### src/rtl/jtag_dtm_oversampled_if.sv
// jtag_dtm_oversampled_if: DMI request/response channel between the DTM (master) and the debug module (slave).
interface jtag_dtm_oversampled_if #(parameter int ABITS = 7);
    logic             dmi_req_valid;
    logic             dmi_req_ready;
    logic [ABITS-1:0] dmi_req_addr;
    logic [1:0]       dmi_req_op;
    logic [31:0]      dmi_req_data;
    logic             dmi_resp_valid;
    logic             dmi_resp_ready;
    logic [31:0]      dmi_resp_data;
    logic [1:0]       dmi_resp_resp;
    modport master (
        output dmi_req_valid, dmi_req_addr, dmi_req_op, dmi_req_data, dmi_resp_ready,
        input  dmi_req_ready, dmi_resp_valid, dmi_resp_data, dmi_resp_resp
    );
    modport slave (
        input  dmi_req_valid, dmi_req_addr, dmi_req_op, dmi_req_data, dmi_resp_ready,
        output dmi_req_ready, dmi_resp_valid, dmi_resp_data, dmi_resp_resp
    );
endinterface

### src/rtl/jtag_dtm_oversampled.sv
// jtag_dtm_oversampled: JTAG TAP + RISC-V DTM with pins oversampled in the clk domain.
module jtag_dtm_oversampled #(
    parameter logic [31:0] IDCODE_VALUE = 32'h0000_0001,
    parameter int          ABITS        = 7,
    parameter logic [2:0]  IDLE_HINT    = 3'd1
) (
    input  logic clk,
    input  logic rst,
    input  logic tck,
    input  logic tms,
    input  logic tdi,
    input  logic trst_n,
    output logic tdo,
    output logic tdo_oe,
    jtag_dtm_oversampled_if.master dmi
);
    localparam int DW = ABITS + 34;
    typedef enum logic [3:0] {
        TLR, RTI, SEL_DR, CAP_DR, SH_DR, EX1_DR, PAU_DR, EX2_DR,
        UPD_DR, SEL_IR, CAP_IR, SH_IR, EX1_IR, PAU_IR, EX2_IR, UPD_IR
    } tap_e;
    typedef enum logic [1:0] {D_IDLE, D_REQ, D_RESP} dmi_e;

    logic [3:0]       s0_q, s1_q;
    logic             tck_p_q;
    logic             trst_s, tck_s, tms_s, tdi_s, rise, fall;
    tap_e             tap_q, tap_d;
    dmi_e             dmi_q, dmi_d;
    logic [4:0]       ir_sr_q, ir_sr_d, ir_q, ir_d;
    logic [DW-1:0]    dr_q, dr_d;
    logic             tdo_q, tdo_d;
    logic [ABITS-1:0] addr_q, addr_d;
    logic [31:0]      wdata_q, wdata_d, rdata_q, rdata_d, dtmcs;
    logic [1:0]       op_q, op_d, resp_q, resp_d, stat_q, stat_d, cap_st;
    logic             sel_id, sel_cs, sel_dmi, sel_byp;
    logic             cap_ir, sh_ir, upd_ir, cap_dr, sh_dr, upd_dr, hard;

    assign {trst_s, tck_s, tms_s, tdi_s} = s1_q;
    assign rise    = tck_s & ~tck_p_q;
    assign fall    = ~tck_s & tck_p_q;
    assign sel_id  = ir_q == 5'h01;
    assign sel_cs  = ir_q == 5'h10;
    assign sel_dmi = ir_q == 5'h11;
    assign sel_byp = !(sel_id || sel_cs || sel_dmi);
    assign cap_ir  = rise && tap_q == CAP_IR;
    assign sh_ir   = rise && tap_q == SH_IR;
    assign upd_ir  = rise && tap_q == UPD_IR;
    assign cap_dr  = rise && tap_q == CAP_DR;
    assign sh_dr   = rise && tap_q == SH_DR;
    assign upd_dr  = rise && tap_q == UPD_DR;
    assign hard    = upd_dr && sel_cs && dr_q[17];
    assign dtmcs   = {17'b0, IDLE_HINT, stat_q, 6'(ABITS), 4'd1};
    assign cap_st  = (dmi_q != D_IDLE || stat_q == 2'd3) ? 2'd3 : resp_q;

    always_comb begin
        tap_d = tap_q;
        if (rise)
            case (tap_q)
                TLR:     tap_d = tms_s ? TLR    : RTI;
                RTI:     tap_d = tms_s ? SEL_DR : RTI;
                SEL_DR:  tap_d = tms_s ? SEL_IR : CAP_DR;
                CAP_DR:  tap_d = tms_s ? EX1_DR : SH_DR;
                SH_DR:   tap_d = tms_s ? EX1_DR : SH_DR;
                EX1_DR:  tap_d = tms_s ? UPD_DR : PAU_DR;
                PAU_DR:  tap_d = tms_s ? EX2_DR : PAU_DR;
                EX2_DR:  tap_d = tms_s ? UPD_DR : SH_DR;
                UPD_DR:  tap_d = tms_s ? SEL_DR : RTI;
                SEL_IR:  tap_d = tms_s ? TLR    : CAP_IR;
                CAP_IR:  tap_d = tms_s ? EX1_IR : SH_IR;
                SH_IR:   tap_d = tms_s ? EX1_IR : SH_IR;
                EX1_IR:  tap_d = tms_s ? UPD_IR : PAU_IR;
                PAU_IR:  tap_d = tms_s ? EX2_IR : PAU_IR;
                EX2_IR:  tap_d = tms_s ? UPD_IR : SH_IR;
                UPD_IR:  tap_d = tms_s ? SEL_DR : RTI;
                default: tap_d = TLR;
            endcase
        if (!trst_s) tap_d = TLR;
    end

    always_comb begin
        ir_sr_d = ir_sr_q;
        ir_d    = ir_q;
        dr_d    = dr_q;
        tdo_d   = tdo_q;
        dmi_d   = dmi_q;
        addr_d  = addr_q;
        wdata_d = wdata_q;
        op_d    = op_q;
        rdata_d = rdata_q;
        resp_d  = resp_q;
        stat_d  = stat_q;
        if (cap_ir) ir_sr_d = 5'b00001;
        else if (sh_ir) ir_sr_d = {tdi_s, ir_sr_q[4:1]};
        if (tap_q == TLR) ir_d = 5'h01;
        else if (upd_ir) ir_d = ir_sr_q;
        if (cap_dr) dr_d = sel_dmi ? {addr_q, rdata_q, cap_st} : sel_cs ? DW'(dtmcs) : sel_id ? DW'(IDCODE_VALUE) : '0;
        else if (sh_dr) dr_d = sel_dmi ? {tdi_s, dr_q[DW-1:1]} : sel_byp ? DW'(tdi_s) : DW'({tdi_s, dr_q[31:1]});
        if (fall) tdo_d = tap_q == SH_IR ? ir_sr_q[0] : dr_q[0];
        if (dmi_q == D_REQ && dmi.dmi_req_ready) dmi_d = D_RESP;
        if (dmi_q == D_RESP && dmi.dmi_resp_valid && !hard) begin
            dmi_d   = D_IDLE;
            rdata_d = dmi.dmi_resp_data;
            resp_d  = dmi.dmi_resp_resp == 2'd2 ? 2'd2 : 2'd0;
            if (dmi.dmi_resp_resp == 2'd2 && stat_q == 2'd0) stat_d = 2'd2;
        end
        // A scan that touches DMIACCESS while busy poisons dmistat until dmireset
        if (sel_dmi && dmi_q != D_IDLE && (cap_dr || upd_dr)) stat_d = 2'd3;
        if (upd_dr && sel_dmi && dmi_q == D_IDLE && stat_q == 2'd0 && (dr_q[1:0] == 2'd1 || dr_q[1:0] == 2'd2)) begin
            dmi_d   = D_REQ;
            addr_d  = dr_q[DW-1:34];
            wdata_d = dr_q[33:2];
            op_d    = dr_q[1:0];
        end
        if (upd_dr && sel_cs && (dr_q[16] || dr_q[17])) stat_d = 2'd0;
        if (hard) dmi_d = D_IDLE;
    end

    always_ff @(posedge clk or posedge rst) begin
        if (rst) begin
            s0_q    <= '0;
            s1_q    <= '0;
            tck_p_q <= 1'b0;
            tap_q   <= TLR;
            dmi_q   <= D_IDLE;
            ir_sr_q <= '0;
            ir_q    <= 5'h01;
            dr_q    <= '0;
            tdo_q   <= 1'b0;
            addr_q  <= '0;
            wdata_q <= '0;
            op_q    <= '0;
            rdata_q <= '0;
            resp_q  <= '0;
            stat_q  <= '0;
        end else begin
            s0_q    <= {trst_n, tck, tms, tdi};
            s1_q    <= s0_q;
            tck_p_q <= tck_s;
            tap_q   <= tap_d;
            dmi_q   <= dmi_d;
            ir_sr_q <= ir_sr_d;
            ir_q    <= ir_d;
            dr_q    <= dr_d;
            tdo_q   <= tdo_d;
            addr_q  <= addr_d;
            wdata_q <= wdata_d;
            op_q    <= op_d;
            rdata_q <= rdata_d;
            resp_q  <= resp_d;
            stat_q  <= stat_d;
        end
    end

    assign tdo                = tdo_q;
    assign tdo_oe             = tap_q == SH_IR || tap_q == SH_DR;
    assign dmi.dmi_req_valid  = dmi_q == D_REQ;
    assign dmi.dmi_resp_ready = dmi_q == D_RESP;
    assign dmi.dmi_req_addr   = addr_q;
    assign dmi.dmi_req_data   = wdata_q;
    assign dmi.dmi_req_op     = op_q;
endmodule

### src/flat_wrapper.sv
// flat-port wrapper written by rule: the top's interface ports become plain ports
module jtag_dtm_oversampled_flat 
#(
    parameter logic [31:0] IDCODE_VALUE = 32'h0000_0001,
    parameter int          ABITS        = 7,
    parameter logic [2:0]  IDLE_HINT    = 3'd1
)
  (clk, rst, tck, tms, tdi, trst_n, tdo, tdo_oe, dmi_dmi_req_valid, dmi_dmi_req_addr, dmi_dmi_req_op, dmi_dmi_req_data, dmi_dmi_resp_ready, dmi_dmi_req_ready, dmi_dmi_resp_valid, dmi_dmi_resp_data, dmi_dmi_resp_resp);
  jtag_dtm_oversampled_if #(.ABITS(ABITS)) dmi_i ();
  input  logic clk;
  input  logic rst;
  input  logic tck;
  input  logic tms;
  input  logic tdi;
  input  logic trst_n;
  output logic tdo;
  output logic tdo_oe;
  output wire logic [$bits(dmi_i.dmi_req_valid)-1:0] dmi_dmi_req_valid;
  output wire logic [$bits(dmi_i.dmi_req_addr)-1:0] dmi_dmi_req_addr;
  output wire logic [$bits(dmi_i.dmi_req_op)-1:0] dmi_dmi_req_op;
  output wire logic [$bits(dmi_i.dmi_req_data)-1:0] dmi_dmi_req_data;
  output wire logic [$bits(dmi_i.dmi_resp_ready)-1:0] dmi_dmi_resp_ready;
  input wire logic [$bits(dmi_i.dmi_req_ready)-1:0] dmi_dmi_req_ready;
  input wire logic [$bits(dmi_i.dmi_resp_valid)-1:0] dmi_dmi_resp_valid;
  input wire logic [$bits(dmi_i.dmi_resp_data)-1:0] dmi_dmi_resp_data;
  input wire logic [$bits(dmi_i.dmi_resp_resp)-1:0] dmi_dmi_resp_resp;
  assign dmi_dmi_req_valid = dmi_i.dmi_req_valid;
  assign dmi_dmi_req_addr = dmi_i.dmi_req_addr;
  assign dmi_dmi_req_op = dmi_i.dmi_req_op;
  assign dmi_dmi_req_data = dmi_i.dmi_req_data;
  assign dmi_dmi_resp_ready = dmi_i.dmi_resp_ready;
  assign dmi_i.dmi_req_ready = dmi_dmi_req_ready;
  assign dmi_i.dmi_resp_valid = dmi_dmi_resp_valid;
  assign dmi_i.dmi_resp_data = dmi_dmi_resp_data;
  assign dmi_i.dmi_resp_resp = dmi_dmi_resp_resp;
  jtag_dtm_oversampled #(.IDCODE_VALUE(IDCODE_VALUE), .ABITS(ABITS), .IDLE_HINT(IDLE_HINT)) u_core (.clk(clk), .rst(rst), .tck(tck), .tms(tms), .tdi(tdi), .trst_n(trst_n), .tdo(tdo), .tdo_oe(tdo_oe), .dmi(dmi_i));
endmodule
### config.mk
export PLATFORM = sky130hd
export DESIGN_NAME = jtag_dtm_oversampled_flat
export DESIGN_NICKNAME = d
export VERILOG_FILES = /design/src/rtl/jtag_dtm_oversampled_if.sv /design/src/rtl/jtag_dtm_oversampled.sv /design/src/flat_wrapper.sv
export SDC_FILE = /design/constraint.sdc
export NUM_CORES = 1
export LEC_CHECK = 0
export ABC_AREA = 0
export BUFFER_PORTS_ARGS = -buffer_cell sky130_fd_sc_hd__buf_2
export CELL_PAD_IN_SITES_DETAIL_PLACEMENT = 1
export CELL_PAD_IN_SITES_GLOBAL_PLACEMENT = 1
export CORE_MARGIN = 2
export CORE_UTILIZATION = 42
export CTS_CLUSTER_DIAMETER = 60
export CTS_CLUSTER_SIZE = 40
export DETAILED_ROUTE_END_ITERATION = 8
export HOLD_SLACK_MARGIN = 0.08
export PLACE_DENSITY = 0.75
export REMOVE_ABC_BUFFERS = 1
export SYNTH_ARGS = -nofsm -noshare
export SYNTH_HDL_FRONTEND = slang
export SYNTH_SLANG_ARGS = --single-unit
### constraint.sdc
create_clock -name clk -period 3.9 [get_ports clk]
set_input_delay 0.39 -clock clk [delete_from_list [all_inputs] [get_ports clk]]
set_output_delay 0.39 -clock clk [all_outputs]
set_load 0.05 [all_outputs]
# After elaboration in Yosys (flattened, before gate mapping)
# Cells that the tools add are included.
dict set report word_totals {
  regBits 144
  in_bits 42
  output_inout_bits 45
}
dict set report op_classes {
  n_eq_ne 25
  mux 37
  bitwise 4
  n_reduce_logical 41
}
# operator count
set op_table {}
lappend op_table {{41-bit two-way mux} 5}
lappend op_table {{4-bit case mux with 12 select lines} 1}
lappend op_table {{4-bit == test, second input constant} 8}
lappend op_table {{32-bit two-way mux} 1}
lappend op_table {{2-bit two-way mux} 13}
lappend op_table {{4-bit two-way mux} 6}
lappend op_table {{5-bit two-way mux} 4}
lappend op_table {{1-bit logical AND} 19}
lappend op_table {{4-bit by 3-bit == test with 1-bit output, second input constant} 4}
lappend op_table {{5-bit == test, second input constant} 2}
lappend op_table {{2-bit == test, second input constant} 4}
lappend op_table {{4-bit by 2-bit == test with 1-bit output, second input constant} 2}
lappend op_table {{2-bit nonzero test} 4}
lappend op_table {{1-bit logical OR} 7}
lappend op_table {{3-bit two-way mux} 2}
lappend op_table {{3-bit nonzero test} 2}
lappend op_table {{5-bit by 1-bit == test with 1-bit output, second input constant} 1}
lappend op_table {{1-bit two-way mux} 5}
lappend op_table {{2-bit by 1-bit == test with 1-bit output, second input constant} 2}
lappend op_table {{4-bit by 1-bit == test with 1-bit output, second input constant} 1}
lappend op_table {{2-bit zero test} 2}
lappend op_table {{4-bit zero test} 1}
lappend op_table {{4-bit nonzero test} 1}
lappend op_table {{2-bit OR reduction} 2}
lappend op_table {{6 further kinds} 8}

# Logic depth before layout (Yosys ltp)
dict set report depth {
  word_depth 10
  depth_mapped 8
  ltp_nobuf 4
}

# Least setup slack after synthesis
# No wires, ideal clock.
dict set report synth_path {
  kind {register -> output}
  start {register u_core.tap_q[0]}
  end {output port tdo_oe}
  t_arrival_ps 2045
  required_ps 3510
  slack_ps 1465
  stages_incl_launch_ff 4
  path_buffers 2
  path_cell_list {dfrtp_1 > clkbuf_1 > clkbuf_1 > o31ai_1}
}
dict set report synth_between {
  elab_chain_cells 2
  elab_cells_between_ends 3
}
# element line
set synth_rtl {}
lappend synth_rtl {{start: declaration} jtag_dtm_oversampled.sv:27} ;# tap_e tap_q, tap_d;
lappend synth_rtl {{start signal: assignment} jtag_dtm_oversampled.sv:139} ;# tap_q <= tap_d;
lappend synth_rtl {{4-bit == test or 4-bit by 3-bit == test with 1-bit output (tied branches)} jtag_dtm_oversampled.sv:155} ;# assign tdo_oe = tap_q == SH_IR || tap_q == SH_DR;
lappend synth_rtl {{1-bit logical OR (*)} jtag_dtm_oversampled.sv:155}
lappend synth_rtl {{end: declaration} flat_wrapper.sv:17} ;# output logic tdo_oe;
# Mark *: on every way between the ends. The rest lies on a longest branch, timed or not.

# Worst setup path in the final report
dict set report layout_path {
  start {register u_core.tap_q[0]}
  end {register u_core.wdata_q[20] (netlist: u_core.dmi.dmi_req_data[20])}
}
dict set report layout_between {
  elab_chain_cells 6
}
# element line
set layout_rtl {}
lappend layout_rtl {{4-bit == test} jtag_dtm_oversampled.sv:50} ;# assign upd_dr = rise && tap_q == UPD_DR;
lappend layout_rtl {{1-bit logical AND} jtag_dtm_oversampled.sv:50}
lappend layout_rtl {{1-bit logical AND (4 in a row)} jtag_dtm_oversampled.sv:108} ;# if (upd_dr && sel_dmi && dmi_q == D_IDLE && stat_q == 2'd0 && (dr_q[1:0] == 2'd1 || dr_q[1:0] == 2'd2)) begin
lappend layout_rtl {{end signal: assignment} jtag_dtm_oversampled.sv:146} ;# wdata_q <= wdata_d;
lappend layout_rtl {{end: declaration} jtag_dtm_oversampled.sv:33} ;# logic [31:0] wdata_q, wdata_d, rdata_q, rdata_d, dtmcs;
# Every way passes these cells.
# A chain may end at the register's enable or synchronous reset.

==> metrics.md <==
| Metric | Value |
|---|---|
| CP arrival | `3.05 ns` |
| Overall power | `3.26 mW` |
| Port Buffers | `86` |
| Final instance area | `7400 µm²` |
| Layout cell share with drive strength beyond 1 | `24.0%` |
| Clk_lat worst skew | `0.43 ns` |
| Crit path cell chain | `nor4_4 -> and4_2 -> buf_4 -> mux2_1` |
| Yosys cell types | `59` |
| Resized cells post-CTS | `0` |
| Synth-to-Final Area Change | `18.2%` |
| Std cell rows | `44` |
| Most common cell after layout, fill and taps aside | `dfrtp_1` |
| Place WS | `1.14 ns` |
| Vias in the first global route | `4662` |
| Largest net degree at the start of global routing | `93` |
| Slew @ Worst Pin | `0.996 ns` |
| ANT cells | `0` |
| Die area | `15900 µm²` |
| Starting Density | `43.1%` |
| DR vias | `4296` |
| Setup CP Type | `reg -> reg` |
| Synth Instances | `493` |
| Internal power | `2.54 mW` |
| Gpl congestion | `0.729` |
| Slowest stage cell, crit path | `dfrtp_1` |
| Final #Nets | `620` |
| Maximum fanout along the worst path | `34` |
| CP required | `4.20 ns` |
| Clock tree sinks | `143` |
| Synth warn | `0` |
| Hold WC Path Type | `in -> async` |
| Height of the chip | `126 µm` |
| Htree depth | `4` |
| Setup ws final | `1.15 ns` |
| MaxCap Viol Count | `0` |
| Worst reg2reg endpoint | `u_core.dmi.dmi_req_data[20]$_DFFE_PP0P_` |
| Synth area leader | `dfrtp_1` |
| Leak | `3.86 nW` |
| Clock Power Share | `49.6%` |
| Post-DR wirelength/cell | `19.4 µm` |
| Placed instance area | `6770 µm²` |
| Max Clock Freq | `363 MHz` |
| Combinational group share of total power | `3.0%` |
| Worst R2R Path Depth | `4` |
| Total gr overflow | `0` |
| Hold Worst Slack | `0.121 ns` |
| Worst reg-to-reg setup slack | `1.15 ns` |
| 1st-iter DRT viols | `186` |
| Relative slew slack | `33.6%` |
| Final cycle utilization of the critical path | `70.5%` |
| Tot GR Track Use | `20.4%` |
| Via density | `5.54` |
| Die X | `126 µm` |
| Root Buffer | `clkbuf_16` |
| CTS max path bufs | `2` |
| Synth top area share | `56.8%` |
| TritonCTS buffer count | `17` |
| Register area share after synthesis | `57.2%` |
| Final Max Slew Viols | `0` |
| Detail Placement HPWL | `10000 µm` |
| Final Skew | `0.00800 ns` |
| Antenna violations before repair | `0` |
| Worst reg2reg path startpoint | `u_core.tap_q[0]$_DFFE_PP0P_` |
| RSZ-0062 raised after global routing | `false` |
| Sw Share | `22.2%` |
| Max VDD drop | `308 µV` |
| Startpoint types | `flip-flop` |
| ANT nets after route | `0` |
| DRT Wirelength | `15100 µm` |
| TritonCTS clock tree | `done` |
| Drt pass-1 iters | `4` |
| Post-synth ARST share | `100%` |
| Sw Pwr | `0.726 mW` |
| Post-synth EDFFs | `0` |
| Pwr dens | `441 nW/µm²` |
| First-pass GRT wire length | `25300 µm` |
| # DRC | `0` |
| Reg power frac | `47.4%` |
| Max stage delay on crit path | `0.64 ns` |
| Synth top area cells | `dfrtp_1 57%, mux2_1 13%, a21o_1 3.4%` |
| Core area | `14500 µm²` |
| Num ports | `87` |
| Tmin final | `2.75 ns` |
| Yosys reg bits | `143` |
| Syn_area_per_cell | `12.7 µm²` |
| Most frequent cells in the layout | `142 x dfrtp_1, 86 x buf_2, 74 x mux2_1, 39 x nand2_1, 28 x a21o_1` |
| Worst-path clk slew | `0.06 ns` |
| Hold Fails Final Rpt | `0` |
| Setup violators final | `0` |
| Status | `finished clean` |
| Mapped cell area | `6260 µm²` |
| Worst Setup End Kind | `flip-flop` |
| Top_reg_cell synth | `dfrtp_1` |
-- worst max path at each step --
stage	depth (start not counted)	start	endpoint
final	4	u_core.tap_q[0]$_DFFE_PP0P_	u_core.dmi.dmi_req_data[20]$_DFFE_PP0P_
after detailed placement	4	u_core.tap_q[0]$_DFFE_PP0P_	u_core.dmi.dmi_req_addr[3]$_DFFE_PP0P_
after CTS	4	u_core.tap_q[0]$_DFFE_PP0P_	u_core.dmi.dmi_req_data[10]$_DFFE_PP0P_
after global placement	5	u_core.ir_q[1]$_DFFE_PP0P_	u_core.dmi.dmi_req_addr[6]$_DFFE_PP0P_
after global routing	5	u_core.tap_q[2]$_DFFE_PP0P_	u_core.dmi.dmi_req_addr[0]$_DFFE_PP0P_
after floorplan	1	rst	u_core.dmi.dmi_req_addr[0]$_DFFE_PP0P_
-- registers in the layout, summed over array words and instances (netlist names) --
name and flops:
u_core.dr_q 41, u_core.s0_q 4, u_core.ir_sr_q 5, u_core.dmi_q 2, u_core.stat_q 2, u_core.dmi.dmi_req_addr 7
u_core.tdo 1, u_core.dmi.dmi_req_data 32, u_core.resp_q 1, u_core.tap_q 4, u_core.dmi.dmi_req_op 2, u_core.tck_p_q 1
u_core.ir_q 5, u_core.rdata_q 32, u_core.s1_q 4
-- power groups by stage --
stage                     clock [mW]  sequential, mW  combinational, mW
after floorplan                    0            1.56             0.0561
after global placement             0            1.57             0.0911
after global routing            1.72            1.55              0.112
after detailed placement           0            1.57             0.0976
final                           1.62            1.55             0.0968
after CTS                       1.65            1.55              0.101
-- routing by layer --
metal | track usage, % | vias up | wire length, µm
li1 | - | 1958 | -
met1 | 26.7 | 2217 | 6760
met2 | 32.9 | 95 | 7440
met3 | 5.40 | 26 | 515
met4 | 7.63 | 0 | 352
met5 | 0 | - | 0
-- stage by stage --
| step | TNS [ns] | std cells | utilization, % |
|---|---|---|---|
| floorplan | -46.33 | 461 | - |
| global placement | 0 | 739 | 46.6 |
| detailed placement | 0 | 739 | 46.6 |
| CTS | 0 | 775 | 50.9 |
| global route | 0 | 775 | 50.9 |
| finish | 0 | 775 | 50.9 |
-- Yosys cell counts, types with 2 or more instances --
library cell / n
mux2i_1: 11
nor3_1: 2
nor2_2: 2
a21boi_0: 2
nor4_4: 2
nor2_1: 6
dfrtp_1: 142
inv_1: 9
a211oi_1: 5
or2_1: 3
a31oi_1: 3
nand2b_1: 5
a2bb2oi_1: 2
nand2_1: 39
buf_1: 2
mux2_1: 74
and3_1: 3
xor2_1: 2
o211ai_1: 2
or3_1: 2
buf_2: 8
nor2b_1: 9
o31ai_1: 4
a22o_1: 23
buf_6: 11
o21ai_1: 11
clkbuf_1: 10
a21o_1: 28
a21oi_1: 8
nand3_1: 12
a221oi_1: 6
o21ai_0: 18
-- cells by family (layout without fill, tap and decap cells) --
kind of cell	count (synthesis)	in the layout	share of synthesized area (%)
AO/OA/AOI/OAI	123	123	14.4
AND/OR/NAND/NOR	97	97	8.83
XOR/XNOR	3	3	0.420
multiplexers	85	85	15.1
flip-flops	143	143	57.2
buffers and inverters	42	140	4.06
-- critical path, delay by kind of cell, from the launching register on --
family        cells  cell delay [ns]
mux               1             0.39
simple gates      2             1.07
buf+inv           1             0.50
flops             1             0.64
-- cell type report --
class / instances / area [µm²]
repair buffers: 98 / 531
fillers: 1540 / 7130
clock buffers: 20 / 457
multi-input cells: 308 / 2430
flip-flops and latches: 143 / 3580
inverters: 10 / 42.5
clock inverters: 12 / 133
well taps: 184 / 230
-- timing repair --
action	in CTS	in global routing
hold buffers	4	0
hold endpoints to repair	4	0
setup buffers	0	0
(Power assumes the default switching activity.)
